**config.mk**
```make
export PLATFORM = sky130hd
export DESIGN_NAME = gc_trap_controller_flat
export DESIGN_NICKNAME = d
export VERILOG_FILES = /design/src/rtl/gc_trap_controller_pkg.sv /design/src/rtl/gc_trap_controller_if.sv /design/src/rtl/gc_clear_counter.sv /design/src/rtl/gc_trap_controller.sv /design/src/flat_wrapper.sv
export SDC_FILE = /design/constraint.sdc
export NUM_CORES = 1
export LEC_CHECK = 0
export ABC_AREA = 0
export CAP_MARGIN = 20
export CORE_MARGIN = 2
export CORE_UTILIZATION = 34
export CTS_CLUSTER_DIAMETER = 50
export DETAILED_ROUTE_END_ITERATION = 6
export PLACE_DENSITY = 0.77
export RECOVER_POWER = 50
export SYNTH_ARGS = -nofsm -noshare
export SYNTH_HDL_FRONTEND = slang
export SYNTH_HIERARCHICAL = 1
export SYNTH_SLANG_ARGS = --single-unit
```
**constraint.sdc**
```tcl
create_clock -name clk -period 3.9 [get_ports clk]
set_input_delay 0.585 -clock clk [delete_from_list [all_inputs] [get_ports clk]]
set_output_delay 0.585 -clock clk [all_outputs]
set_load 0.03 [all_outputs]
```
**src/rtl/gc_trap_controller_pkg.sv**
```systemverilog
// Shared types for the global-control trap sequencer: FSM states, pending-event kinds
// and the trap packet handed to csr_regs.
package gc_trap_controller_pkg;

  localparam int GC_XLEN   = 32;
  localparam int GC_ID_W   = 3;
  localparam int GC_CODE_W = 5;

  typedef enum logic [2:0] {
    GC_INIT_CLEAR,
    GC_IDLE,
    GC_WAIT_IDLE,
    GC_TLB_CLEAR,
    GC_FLUSH,
    GC_REDIRECT
  } gc_trap_state_t;

  typedef enum logic [1:0] {
    PEND_NONE,
    PEND_FENCE_I,
    PEND_SFENCE,
    PEND_INTERRUPT
  } gc_pending_t;

  typedef struct packed {
    logic [GC_CODE_W-1:0] code;
    logic [GC_XLEN-1:0]   tval;
    logic [GC_ID_W-1:0]   id;
    logic                 is_interrupt;
  } trap_packet_t;

endpackage

```
**src/rtl/gc_trap_controller_if.sv**
```systemverilog
// Bundle of exception/event inputs and fetch/issue/CSR controls around the trap sequencer.
// master = the sequencer, slave = the pipeline and CSR side.
interface gc_trap_controller_if #(
  parameter int NUM_SRC = 4,
  parameter int XLEN    = 32,
  parameter int ID_W    = 3,
  parameter int CODE_W  = 5
);
  logic [NUM_SRC-1:0]        exc_valid;
  logic [NUM_SRC*CODE_W-1:0] exc_code;
  logic [NUM_SRC*XLEN-1:0]   exc_tval;
  logic [NUM_SRC*ID_W-1:0]   exc_id;
  logic                      interrupt_pending;
  logic [CODE_W-1:0]         interrupt_code;
  logic [XLEN-1:0]           interrupt_pc;
  logic                      pipeline_idle;
  logic                      ret_req;
  logic [XLEN-1:0]           ret_pc;
  logic                      fence_i_req;
  logic                      sfence_req;
  logic [XLEN-1:0]           sys_pc;
  logic [XLEN-1:0]           trap_vector;

  logic                      trap_valid;
  logic                      trap_is_interrupt;
  logic [CODE_W-1:0]         trap_code;
  logic [XLEN-1:0]           trap_tval;
  logic [ID_W-1:0]           trap_id;
  logic                      fetch_hold;
  logic                      issue_hold;
  logic                      fetch_flush;
  logic                      fetch_pc_override;
  logic [XLEN-1:0]           fetch_pc;
  logic                      init_clear;
  logic                      tlb_clear;
  logic                      idle;

  modport master (
    input  exc_valid, exc_code, exc_tval, exc_id, interrupt_pending, interrupt_code,
           interrupt_pc, pipeline_idle, ret_req, ret_pc, fence_i_req, sfence_req,
           sys_pc, trap_vector,
    output trap_valid, trap_is_interrupt, trap_code, trap_tval, trap_id, fetch_hold,
           issue_hold, fetch_flush, fetch_pc_override, fetch_pc, init_clear, tlb_clear, idle
  );

  modport slave (
    output exc_valid, exc_code, exc_tval, exc_id, interrupt_pending, interrupt_code,
           interrupt_pc, pipeline_idle, ret_req, ret_pc, fence_i_req, sfence_req,
           sys_pc, trap_vector,
    input  trap_valid, trap_is_interrupt, trap_code, trap_tval, trap_id, fetch_hold,
           issue_hold, fetch_flush, fetch_pc_override, fetch_pc, init_clear, tlb_clear, idle
  );
endinterface

```
**src/rtl/gc_clear_counter.sv**
```systemverilog
// Window timer: start loads DEPTH-1, done pulses on the cycle the count reaches zero,
// so a window opened by start lasts DEPTH cycles including the start cycle's successor.
module gc_clear_counter #(
  parameter int DEPTH = 32
) (
  input  logic clk,
  input  logic rst,
  input  logic start,
  output logic done
);
  localparam int CW = (DEPTH > 1) ? $clog2(DEPTH) : 1;

  logic [CW-1:0] cnt_reg;
  logic          running_reg;

  always_ff @(posedge clk) begin
    if (rst) begin
      cnt_reg     <= '0;
      running_reg <= 1'b0;
    end else if (start) begin
      cnt_reg     <= CW'(DEPTH - 1);
      running_reg <= 1'b1;
    end else if (running_reg) begin
      if (cnt_reg == '0) running_reg <= 1'b0;
      else               cnt_reg     <= cnt_reg - 1'b1;
    end
  end

  assign done = running_reg && (cnt_reg == '0);
endmodule

```
**src/rtl/gc_trap_controller.sv**
```systemverilog
// Global-control sequencer: arbitrates exceptions, xRET, fences and interrupts and drives
// hold/flush/redirect controls; every output is registered from the next state.
module gc_trap_controller
  import gc_trap_controller_pkg::*;
#(
  parameter int NUM_SRC          = 4,
  parameter int XLEN             = GC_XLEN,
  parameter int ID_W             = GC_ID_W,
  parameter int CODE_W           = GC_CODE_W,
  parameter int INIT_CLEAR_DEPTH = 64,
  parameter int TLB_CLEAR_DEPTH  = 32
) (
  input logic clk,
  input logic rst,
  gc_trap_controller_if.master bus
);
  gc_trap_state_t state_reg, state_next;
  gc_pending_t    pend_reg, pend_next;
  logic [XLEN-1:0] target_reg, target_next, flush_pc;
  logic            trap_take, init_start_reg, init_done, tlb_start, tlb_done, exc_any;
  trap_packet_t    exc_pkt, int_pkt, pkt_sel;

  logic [CODE_W-1:0] exc_code_arr [NUM_SRC];
  logic [XLEN-1:0]   exc_tval_arr [NUM_SRC];
  logic [ID_W-1:0]   exc_id_arr   [NUM_SRC];

  genvar gi;
  generate
    for (gi = 0; gi < NUM_SRC; gi++) begin : g_unpack
      assign exc_code_arr[gi] = bus.exc_code[gi*CODE_W +: CODE_W];
      assign exc_tval_arr[gi] = bus.exc_tval[gi*XLEN +: XLEN];
      assign exc_id_arr[gi]   = bus.exc_id[gi*ID_W +: ID_W];
    end
  endgenerate

  assign exc_any = |bus.exc_valid;

  // Scan from the top so the lowest valid index overwrites last and wins.
  always_comb begin
    exc_pkt = '0;
    for (int i = NUM_SRC - 1; i >= 0; i--) begin
      if (bus.exc_valid[i]) begin
        exc_pkt.code = exc_code_arr[i];
        exc_pkt.tval = exc_tval_arr[i];
        exc_pkt.id   = exc_id_arr[i];
      end
    end
  end

  always_comb begin
    int_pkt              = '0;
    int_pkt.code         = bus.interrupt_code;
    int_pkt.is_interrupt = 1'b1;
  end

  gc_clear_counter #(.DEPTH(INIT_CLEAR_DEPTH)) u_init_counter (
    .clk(clk), .rst(rst), .start(init_start_reg), .done(init_done)
  );

  assign tlb_start = (state_reg == GC_WAIT_IDLE) && (state_next == GC_TLB_CLEAR);

  gc_clear_counter #(.DEPTH(TLB_CLEAR_DEPTH)) u_tlb_counter (
    .clk(clk), .rst(rst), .start(tlb_start), .done(tlb_done)
  );

  always_comb begin
    state_next  = state_reg;
    pend_next   = pend_reg;
    target_next = target_reg;
    flush_pc    = target_reg;
    trap_take   = 1'b0;
    pkt_sel     = exc_pkt;
    case (state_reg)
      GC_INIT_CLEAR: if (init_done) state_next = GC_IDLE;
      GC_IDLE: begin
        if (exc_any) begin
          state_next = GC_FLUSH;
          trap_take  = 1'b1;
          flush_pc   = bus.trap_vector;
        end else if (bus.ret_req) begin
          state_next = GC_FLUSH;
          flush_pc   = bus.ret_pc;
        end else if (bus.sfence_req || bus.fence_i_req) begin
          state_next  = GC_WAIT_IDLE;
          pend_next   = bus.sfence_req ? PEND_SFENCE : PEND_FENCE_I;
          target_next = bus.sys_pc + XLEN'(4);
        end else if (bus.interrupt_pending) begin
          state_next = GC_WAIT_IDLE;
          pend_next  = PEND_INTERRUPT;
        end
      end
      GC_WAIT_IDLE: begin
        // A pending interrupt is simply dropped here; the level input re-raises it in IDLE.
        if (exc_any) begin
          state_next = GC_FLUSH;
          pend_next  = PEND_NONE;
          trap_take  = 1'b1;
          flush_pc   = bus.trap_vector;
        end else if (bus.pipeline_idle) begin
          case (pend_reg)
            PEND_SFENCE:  state_next = GC_TLB_CLEAR;
            PEND_FENCE_I: state_next = GC_FLUSH;
            PEND_INTERRUPT: begin
              if (bus.interrupt_pending) begin
                state_next = GC_FLUSH;
                trap_take  = 1'b1;
                pkt_sel    = int_pkt;
                flush_pc   = bus.trap_vector;
              end else begin
                state_next = GC_IDLE;
              end
            end
            default: state_next = GC_IDLE;
          endcase
        end
      end
      GC_TLB_CLEAR: if (tlb_done) state_next = GC_FLUSH;
      GC_FLUSH: begin
        state_next = GC_REDIRECT;
        pend_next  = PEND_NONE;
      end
      GC_REDIRECT: state_next = GC_IDLE;
      default:     state_next = GC_INIT_CLEAR;
    endcase
  end

  always_ff @(posedge clk) begin
    if (rst) begin
      state_reg             <= GC_INIT_CLEAR;
      pend_reg              <= PEND_NONE;
      target_reg            <= '0;
      init_start_reg        <= 1'b1;
      bus.trap_valid        <= 1'b0;
      bus.trap_is_interrupt <= 1'b0;
      bus.trap_code         <= '0;
      bus.trap_tval         <= '0;
      bus.trap_id           <= '0;
      bus.fetch_hold        <= 1'b1;
      bus.issue_hold        <= 1'b1;
      bus.fetch_flush       <= 1'b0;
      bus.fetch_pc_override <= 1'b0;
      bus.fetch_pc          <= '0;
      bus.init_clear        <= 1'b0;
      bus.tlb_clear         <= 1'b0;
      bus.idle              <= 1'b0;
    end else begin
      state_reg      <= state_next;
      pend_reg       <= pend_next;
      target_reg     <= target_next;
      init_start_reg <= 1'b0;
      bus.trap_valid <= trap_take;
      if (trap_take) begin
        bus.trap_is_interrupt <= pkt_sel.is_interrupt;
        bus.trap_code         <= pkt_sel.code;
        bus.trap_tval         <= pkt_sel.tval;
        bus.trap_id           <= pkt_sel.id;
      end
      if (state_next == GC_FLUSH) bus.fetch_pc <= flush_pc;
      bus.init_clear        <= (state_next == GC_INIT_CLEAR);
      bus.fetch_hold        <= (state_next == GC_INIT_CLEAR);
      bus.issue_hold        <= (state_next != GC_IDLE);
      bus.tlb_clear         <= (state_next == GC_TLB_CLEAR);
      bus.fetch_flush       <= (state_next == GC_FLUSH) || (state_next == GC_REDIRECT);
      bus.fetch_pc_override <= (state_next == GC_REDIRECT);
      bus.idle              <= (state_next == GC_IDLE);
    end
  end
endmodule

```
**src/flat_wrapper.sv**
```systemverilog
// flat-port wrapper written by rule: the top's interface ports become plain ports
module gc_trap_controller_flat import gc_trap_controller_pkg::*;
#(
  parameter int NUM_SRC          = 4,
  parameter int XLEN             = GC_XLEN,
  parameter int ID_W             = GC_ID_W,
  parameter int CODE_W           = GC_CODE_W,
  parameter int INIT_CLEAR_DEPTH = 64,
  parameter int TLB_CLEAR_DEPTH  = 32
)
  (clk, rst, bus_exc_valid, bus_exc_code, bus_exc_tval, bus_exc_id, bus_interrupt_pending, bus_interrupt_code, bus_interrupt_pc, bus_pipeline_idle, bus_ret_req, bus_ret_pc, bus_fence_i_req, bus_sfence_req, bus_sys_pc, bus_trap_vector, bus_trap_valid, bus_trap_is_interrupt, bus_trap_code, bus_trap_tval, bus_trap_id, bus_fetch_hold, bus_issue_hold, bus_fetch_flush, bus_fetch_pc_override, bus_fetch_pc, bus_init_clear, bus_tlb_clear, bus_idle);
  gc_trap_controller_if #(.NUM_SRC(NUM_SRC), .XLEN(XLEN), .ID_W(ID_W), .CODE_W(CODE_W)) bus_i ();
  input logic clk;
  input logic rst;
  input wire logic [$bits(bus_i.exc_valid)-1:0] bus_exc_valid;
  input wire logic [$bits(bus_i.exc_code)-1:0] bus_exc_code;
  input wire logic [$bits(bus_i.exc_tval)-1:0] bus_exc_tval;
  input wire logic [$bits(bus_i.exc_id)-1:0] bus_exc_id;
  input wire logic [$bits(bus_i.interrupt_pending)-1:0] bus_interrupt_pending;
  input wire logic [$bits(bus_i.interrupt_code)-1:0] bus_interrupt_code;
  input wire logic [$bits(bus_i.interrupt_pc)-1:0] bus_interrupt_pc;
  input wire logic [$bits(bus_i.pipeline_idle)-1:0] bus_pipeline_idle;
  input wire logic [$bits(bus_i.ret_req)-1:0] bus_ret_req;
  input wire logic [$bits(bus_i.ret_pc)-1:0] bus_ret_pc;
  input wire logic [$bits(bus_i.fence_i_req)-1:0] bus_fence_i_req;
  input wire logic [$bits(bus_i.sfence_req)-1:0] bus_sfence_req;
  input wire logic [$bits(bus_i.sys_pc)-1:0] bus_sys_pc;
  input wire logic [$bits(bus_i.trap_vector)-1:0] bus_trap_vector;
  output wire logic [$bits(bus_i.trap_valid)-1:0] bus_trap_valid;
  output wire logic [$bits(bus_i.trap_is_interrupt)-1:0] bus_trap_is_interrupt;
  output wire logic [$bits(bus_i.trap_code)-1:0] bus_trap_code;
  output wire logic [$bits(bus_i.trap_tval)-1:0] bus_trap_tval;
  output wire logic [$bits(bus_i.trap_id)-1:0] bus_trap_id;
  output wire logic [$bits(bus_i.fetch_hold)-1:0] bus_fetch_hold;
  output wire logic [$bits(bus_i.issue_hold)-1:0] bus_issue_hold;
  output wire logic [$bits(bus_i.fetch_flush)-1:0] bus_fetch_flush;
  output wire logic [$bits(bus_i.fetch_pc_override)-1:0] bus_fetch_pc_override;
  output wire logic [$bits(bus_i.fetch_pc)-1:0] bus_fetch_pc;
  output wire logic [$bits(bus_i.init_clear)-1:0] bus_init_clear;
  output wire logic [$bits(bus_i.tlb_clear)-1:0] bus_tlb_clear;
  output wire logic [$bits(bus_i.idle)-1:0] bus_idle;
  assign bus_i.exc_valid = bus_exc_valid;
  assign bus_i.exc_code = bus_exc_code;
  assign bus_i.exc_tval = bus_exc_tval;
  assign bus_i.exc_id = bus_exc_id;
  assign bus_i.interrupt_pending = bus_interrupt_pending;
  assign bus_i.interrupt_code = bus_interrupt_code;
  assign bus_i.interrupt_pc = bus_interrupt_pc;
  assign bus_i.pipeline_idle = bus_pipeline_idle;
  assign bus_i.ret_req = bus_ret_req;
  assign bus_i.ret_pc = bus_ret_pc;
  assign bus_i.fence_i_req = bus_fence_i_req;
  assign bus_i.sfence_req = bus_sfence_req;
  assign bus_i.sys_pc = bus_sys_pc;
  assign bus_i.trap_vector = bus_trap_vector;
  assign bus_trap_valid = bus_i.trap_valid;
  assign bus_trap_is_interrupt = bus_i.trap_is_interrupt;
  assign bus_trap_code = bus_i.trap_code;
  assign bus_trap_tval = bus_i.trap_tval;
  assign bus_trap_id = bus_i.trap_id;
  assign bus_fetch_hold = bus_i.fetch_hold;
  assign bus_issue_hold = bus_i.issue_hold;
  assign bus_fetch_flush = bus_i.fetch_flush;
  assign bus_fetch_pc_override = bus_i.fetch_pc_override;
  assign bus_fetch_pc = bus_i.fetch_pc;
  assign bus_init_clear = bus_i.init_clear;
  assign bus_tlb_clear = bus_i.tlb_clear;
  assign bus_idle = bus_i.idle;
  gc_trap_controller #(.NUM_SRC(NUM_SRC), .XLEN(XLEN), .ID_W(ID_W), .CODE_W(CODE_W), .INIT_CLEAR_DEPTH(INIT_CLEAR_DEPTH), .TLB_CLEAR_DEPTH(TLB_CLEAR_DEPTH)) u_core (.clk(clk), .rst(rst), .bus(bus_i));
endmodule
```
==> metrics.txt, run 1 <==
status=finished with violations; failing checks=capacitance limit, slew limit; PnR worst setup slack=0.8703 ns; Slowest Stage Delay on Critical Path=0.59 ns; crit end category=register; Placer Congestion=0.9080; DIE AREA=22100 um^2; footprint of the multi-input gates=4169 um^2; Fill cells=1833; CP Data Arrival Time=3.33 ns; antenna viol nets, final=0; Post-CTS Setup Inserts=0; pwr dens=332.1 nW/um^2; final WL=25.95 mm; Yosys top cell area share=0.3714; Slew Viols, Final=80; Residual DRC=0; largest cells by area after synthesis=dfxtp_1 37%, nor2_1 6.9%, a221oi_1 5.8%; Crit Reg-Reg Endpoint=u_core/bus.fetch_pc[25]$_SDFFE_PP0N_; sequential share of the synthesized area=0.3714; Crit-path slowest cell=nor4b_1; Hold Path End=u_core/bus.trap_code[2]$_SDFFE_PP0P_; Skew-Pair Late Insertion Delay=0.43 ns; Post-CTS Resized=0; Core Region=20360 um^2; worst setup path category=reg2reg; final hold slack=0.4488 ns; HP Start=u_core/bus.trap_code[2]$_SDFFE_PP0P_; total number of vias=8002; Final setup viols=0; global-route wire length before repair=39.96 mm; initial DRC count=614; Seq cells post-synth=132; IO Pins=385; yosys warns=6; initial antenna violation count=2; Storage cell area=2643 um^2; final worst-path cycle share=0.7768; Place WS=0.6786 ns; Max-Cap Viols=1; crit path cell chain=inv_1 > ha_1 > nor4b_1 > and2_0 > inv_1 > a211oi_1 > a22o_2 > buf_4 > nor2_1 > a311oi_1; RSZ-0062 raised after global routing=no; largest net degree at the start of global routing=81; # H-tree levels=4; CTS buffer count=17; mean routed wirelength per cell=17.62 um; Static Leak=4.043 nW; count of input and output buffers=352; number of distinct library cells after synthesis=56; std cell rows=52; number of global-route vias before repair=7572; drt first pass iters=5; critical path data required time=4.20 ns; Top FF cell, synth=dfxtp_1; Peak supply drop=0.1964 mV; TritonCTS clock tree=yes; hold depth=2; worst hold path type=reg2reg; All-Layer GR Usage=0.2267; measured slew at the worst slew-check pin=1.703 ns; Hold Buf Count CTS=0; routed vias/inst=5.432; fin crit period=3.030 ns; Max Fclk=0.3301 GHz; Avg Cell Area, Syn=8.084 um^2; Clock Sinks=132; setup_tns=0 ns; crit start category=register; EDFF count, synth=0; clk buf depth=2; die height=148.7 um; Cells after Synth=880; Slew headroom=-0.1357; die width=148.7 um; mapped cell area=7114 um^2; FF-to-FF setup slack=0.87 ns; Clock transition at path regs=0.06 ns; layout cells sized above 1=0.05662; Core Util, Final=0.5625; most frequent CP cell=inv_1; Hold Vio Cnt, Final=0; Post-DP HPWL=19.25 mm; Starting Density=0.3493; critical-path maximum fanout=67; Final nets=1496; total grt overflow=0; Setup Skew=0.007800 ns; Layout area overhead=61.01%; cell taking the most area after synthesis=dfxtp_1; Synth async-reset ratio=0; Reg2Reg Depth=10; Post-Syn Nets=1188; reg2reg start=u_core/u_tlb_counter/cnt_reg[0]$_SDFFE_PP0P_; Clock Tree Root=clkbuf_16
-- cell usage after synthesis (4+ instances only) --
master	n
dfxtp_1	132
nor2_1	130
nand2_1	94
clkbuf_1	73
a221oi_1	47
nor2b_1	45
o31ai_1	36
a22oi_1	35
a311oi_1	33
a211oi_1	32
a32oi_1	27
a21oi_1	22
xor2_1	16
nand3_1	14
inv_1	12
nor3_1	12
nand4_1	11
xnor2_1	11
nand2b_1	8
nor4_1	8
and3_1	6
o21ai_0	6
a31oi_1	5
mux2i_1	5
or3_1	5
and4_1	4
buf_2	4
ha_1	4
-- cells in the final DEF (no fill, tap or decap), types with 5 or more instances in the layout --
| cell type | synthesis | final |
|---|---|---|
| a211oi_1 | 32 | 32 |
| a21oi_1 | 22 | 20 |
| a221oi_1 | 47 | 47 |
| a22oi_1 | 35 | 35 |
| a311oi_1 | 33 | 33 |
| a31oi_1 | 5 | 5 |
| a32oi_1 | 27 | 27 |
| and3_1 | 6 | 6 |
| buf_4 | 1 | 13 |
| clkbuf_16 | 0 | 17 |
| clkdlybuf4s50_1 | 0 | 267 |
| dfxtp_1 | 132 | 132 |
| dlygate4sd3_1 | 0 | 81 |
| inv_1 | 12 | 12 |
| mux2i_1 | 5 | 5 |
| nand2_1 | 94 | 94 |
| nand2b_1 | 8 | 8 |
| nand3_1 | 14 | 14 |
| nand4_1 | 11 | 11 |
| nor2_1 | 130 | 129 |
| nor2b_1 | 45 | 44 |
| nor3_1 | 12 | 12 |
| nor4_1 | 8 | 8 |
| o21ai_0 | 6 | 6 |
| o31ai_1 | 36 | 36 |
| or3_1 | 5 | 5 |
| xnor2_1 | 11 | 11 |
| xor2_1 | 16 | 16 |
-- metrics by stage --
stage | std cells | area (um^2) | total power, mW
final | 1473 | 11450 | 3.804
after global routing | 1473 | 11450 | 3.946
after CTS | 1471 | 11460 | 3.842
after detailed placement | 1439 | 10810 | 2.084
after global placement | 1439 | 10810 | 2.078
after floorplan | 880 | 7114 | 1.691
-- worst max path at each step --
stage | end | startpoint | slack, ns
floorplan | u_core/bus.issue_hold$_SDFF_PP1_ | bus_exc_valid[0] | 1.11
global placement | u_core/bus.fetch_pc_override$_SDFF_PP0_ | bus_exc_valid[3] | 0.72
detailed placement | u_core/bus.fetch_pc_override$_SDFF_PP0_ | bus_exc_valid[3] | 0.68
CTS | u_core/bus.fetch_pc[25]$_SDFFE_PP0N_ | u_core/u_tlb_counter/cnt_reg[0]$_SDFFE_PP0P_ | 0.94
global route | u_core/bus.fetch_pc[19]$_SDFFE_PP0N_ | u_core/u_tlb_counter/cnt_reg[0]$_SDFFE_PP0P_ | 0.65
finish | u_core/bus.fetch_pc[25]$_SDFFE_PP0N_ | u_core/u_tlb_counter/cnt_reg[0]$_SDFFE_PP0P_ | 0.87
-- report_power, final --
| group | switching, mW | leakage, nW | internal [mW] | total, mW |
|---|---|---|---|---|
| clock network | 0.666 | 0.309 | 1.09 | 1.76 |
| registers | 0.0209 | 1.07 | 1.38 | 1.40 |
| logic | 0.284 | 2.67 | 0.364 | 0.648 |
-- layer usage --
metal,GRT usage,wire length (um)
met5,0,0
met2,0.3748,12490
met3,0.05429,1731
met4,0.08619,689
met1,0.2869,11030
-- cell type report --
type	count	share of cell area
multi-input cells	658	0.3640
repair buffers	367	0.3152
flip-flops and latches	132	0.2307
clock buffers	17	0.03714
well taps	270	0.02949
clock inverters	15	0.01912
inverters	12	0.003932
diodes	2	0.0004369
-- cell families after synthesis --
family | Yosys count | share of synthesized area
adder cells (fa/ha/maj) | 4 | 0.007035
buffers and inverters | 90 | 0.04872
multiplexers | 5 | 0.007035
XOR/XNOR | 27 | 0.03324
AND/OR/NAND/NOR | 354 | 0.2357
AO/OA/AOI/OAI | 268 | 0.2969
flip-flops | 132 | 0.3714
-- critical path: cells and delay by family (launching register included) --
family / cells / cell delay (ns)
adders and majority gates: 1 / 0.18
and+or+nand+nor: 3 / 0.93
buffers and inverters: 3 / 0.69
DFF: 1 / 0.31
AOI/OAI and AO/OA: 3 / 0.73
Note: power is estimated with default switching activity, not from simulation.
==> run 2: changes to the inputs <==
Clock period 3.9 ns to 2.9 ns, I/O delays scaled along.
==> metrics.txt, run 2 (same netlist as run 1, synthesis figures left out) <==
Core Region=20360 um^2; Setup Skew=0.006800 ns; Pint=3.559 mW; worst hold path type=reg2reg; PnR worst setup slack=0.2734 ns; commonest non-fill, non-tap cell in the layout=clkdlybuf4s50_1; clk buf depth=2; initial antenna violation count=2; failing checks=capacitance limit, slew limit; count of input and output buffers=352; antenna viol nets, final=0; status=finished with violations; CP Data Arrival Time=2.85 ns; All-Layer GR Usage=0.2291; footprint of the multi-input gates=4151 um^2; Final nets=1503; routed vias/inst=5.431; crit start category=register; Post-DP HPWL=19.31 mm; Clock Sinks=132; layout cells sized above 1=0.05960; design area=11480 um^2; Post-CTS Setup Inserts=0; Place WS=0.04440 ns; sequential share of power=0.389; CTS buffer count=17; Slew headroom=-0.3912; Placed Instance Area=10910 um^2; worst setup path category=reg2reg; largest net degree at the start of global routing=87; total grt overflow=0; Hold Buf Count CTS=0; Starting Density=0.3493; Hold Vio Cnt, Final=0; Max Fclk=0.3807 GHz; clock share of power=0.429; std cell rows=52; Slew Viols, Final=44; pwr dens=421.1 nW/um^2; Residual DRC=0; fin crit period=2.627 ns; RSZ-0062 raised after global routing=no; Skew-Pair Late Insertion Delay=0.42 ns; final worst-path cycle share=0.9057; critical path data required time=3.12 ns; Max-Cap Viols=1; FF-to-FF setup slack=0.27 ns; Gate power share=0.182; Layout area overhead=61.31%; Clock Tree Root=clkbuf_16; measured slew at the worst slew-check pin=2.087 ns; sw power=1.274 mW; Final setup viols=0; Switching Fraction=0.2635; die height=148.7 um; initial DRC count=383; drt first pass iters=5; most frequent cells in the layout=267 x clkdlybuf4s50_1, 132 x dfxtp_1, 129 x nor2_1; Fill cells=1834; mean routed wirelength per cell=17.49 um; Storage cell area=2643 um^2; DIE AREA=22100 um^2; Total Power=4.833 mW; Static Leak=4.054 nW; critical-path maximum fanout=40; Post-CTS Resized=0; final WL=25.89 mm; die width=148.7 um; Peak supply drop=0.3128 mV; setup_tns=0 ns; TritonCTS clock tree=yes; crit end category=register; global-route wire length before repair=40.14 mm; Clock transition at path regs=0.06 ns; final hold slack=0.4509 ns; number of global-route vias before repair=7680; total number of vias=8038; # H-tree levels=4; IO Pins=385; Placer Congestion=0.9085
==> run 2: changes by cell type in the layout (fill, tap and decap cells not counted), moves of 2 or more <==
cell | before | now
buf_12 | 0 | 4
buf_4 | 13 | 16
bufinv_16 | 4 | 1
clkbuf_2 | 3 | 0
clkinv_2 | 0 | 3
inv_6 | 4 | 1
buf_6 | 0 | 2
clkinvlp_4 | 2 | 4
==> run 2: final timing paths <==
check,from,endpoint,cells after the start
worst max register to register,u_core/state_reg[0]$_SDFF_PP0_,u_core/bus.trap_tval[4]$_SDFFE_PP0P_,6
worst min-delay path,u_core/bus.trap_is_interrupt$_SDFFE_PP0P_,u_core/bus.trap_is_interrupt$_SDFFE_PP0P_,2
worst min register to register,u_core/bus.trap_is_interrupt$_SDFFE_PP0P_,u_core/bus.trap_is_interrupt$_SDFFE_PP0P_,2
worst max-delay path,u_core/state_reg[0]$_SDFF_PP0_,u_core/bus.trap_tval[4]$_SDFFE_PP0P_,6
==> run 2: routing by layer <==
layer / wire length, um / vias to the layer above / track usage
li1: - / 3958 / -
met2: 12470 / 274 / 0.3752
met4: 721 / 0 / 0.1024
met5: 0 / - / 0
met1: 11070 / 3765 / 0.2839
met3: 1630 / 41 / 0.05951
==> run 2: power by group through the flow <==
stage	clock [mW]	combinational (mW)	sequential, mW
2_1_floorplan	0	0.299	1.98
3_3_place_gp	0	0.879	1.92
3_5_place_dp	0	0.887	1.92
4_1_cts	2.12	0.890	1.88
5_1_grt	2.20	0.948	1.89
6_report	2.07	0.879	1.88
==> run 2: final cells by class <==
cell class,instances,area share
multi-input cells,658,0.3618
clock buffers,18,0.03827
clock inverters,14,0.01134
flip-flops and latches,132,0.2303
diodes,2,0.0004361
well taps,270,0.02944
inverters,12,0.003925
repair buffers,374,0.3246
==> run 2: critical path, cell delays in order, from the launching register on <==
cell     delay, ns
dfxtp_1       0.50
or3b_2        0.50
a21oi_1       0.86
nor2_4        0.01
buf_6         0.24
a22oi_1       0.24
nor2_1        0.06
==> run 2: stage by stage <==
step,cells,util
final,1480,0.5635
after global routing,1480,0.5635
after CTS,1477,0.5636
after detailed placement,1445,0.5356
after global placement,1445,0.5356
after floorplan,880,-
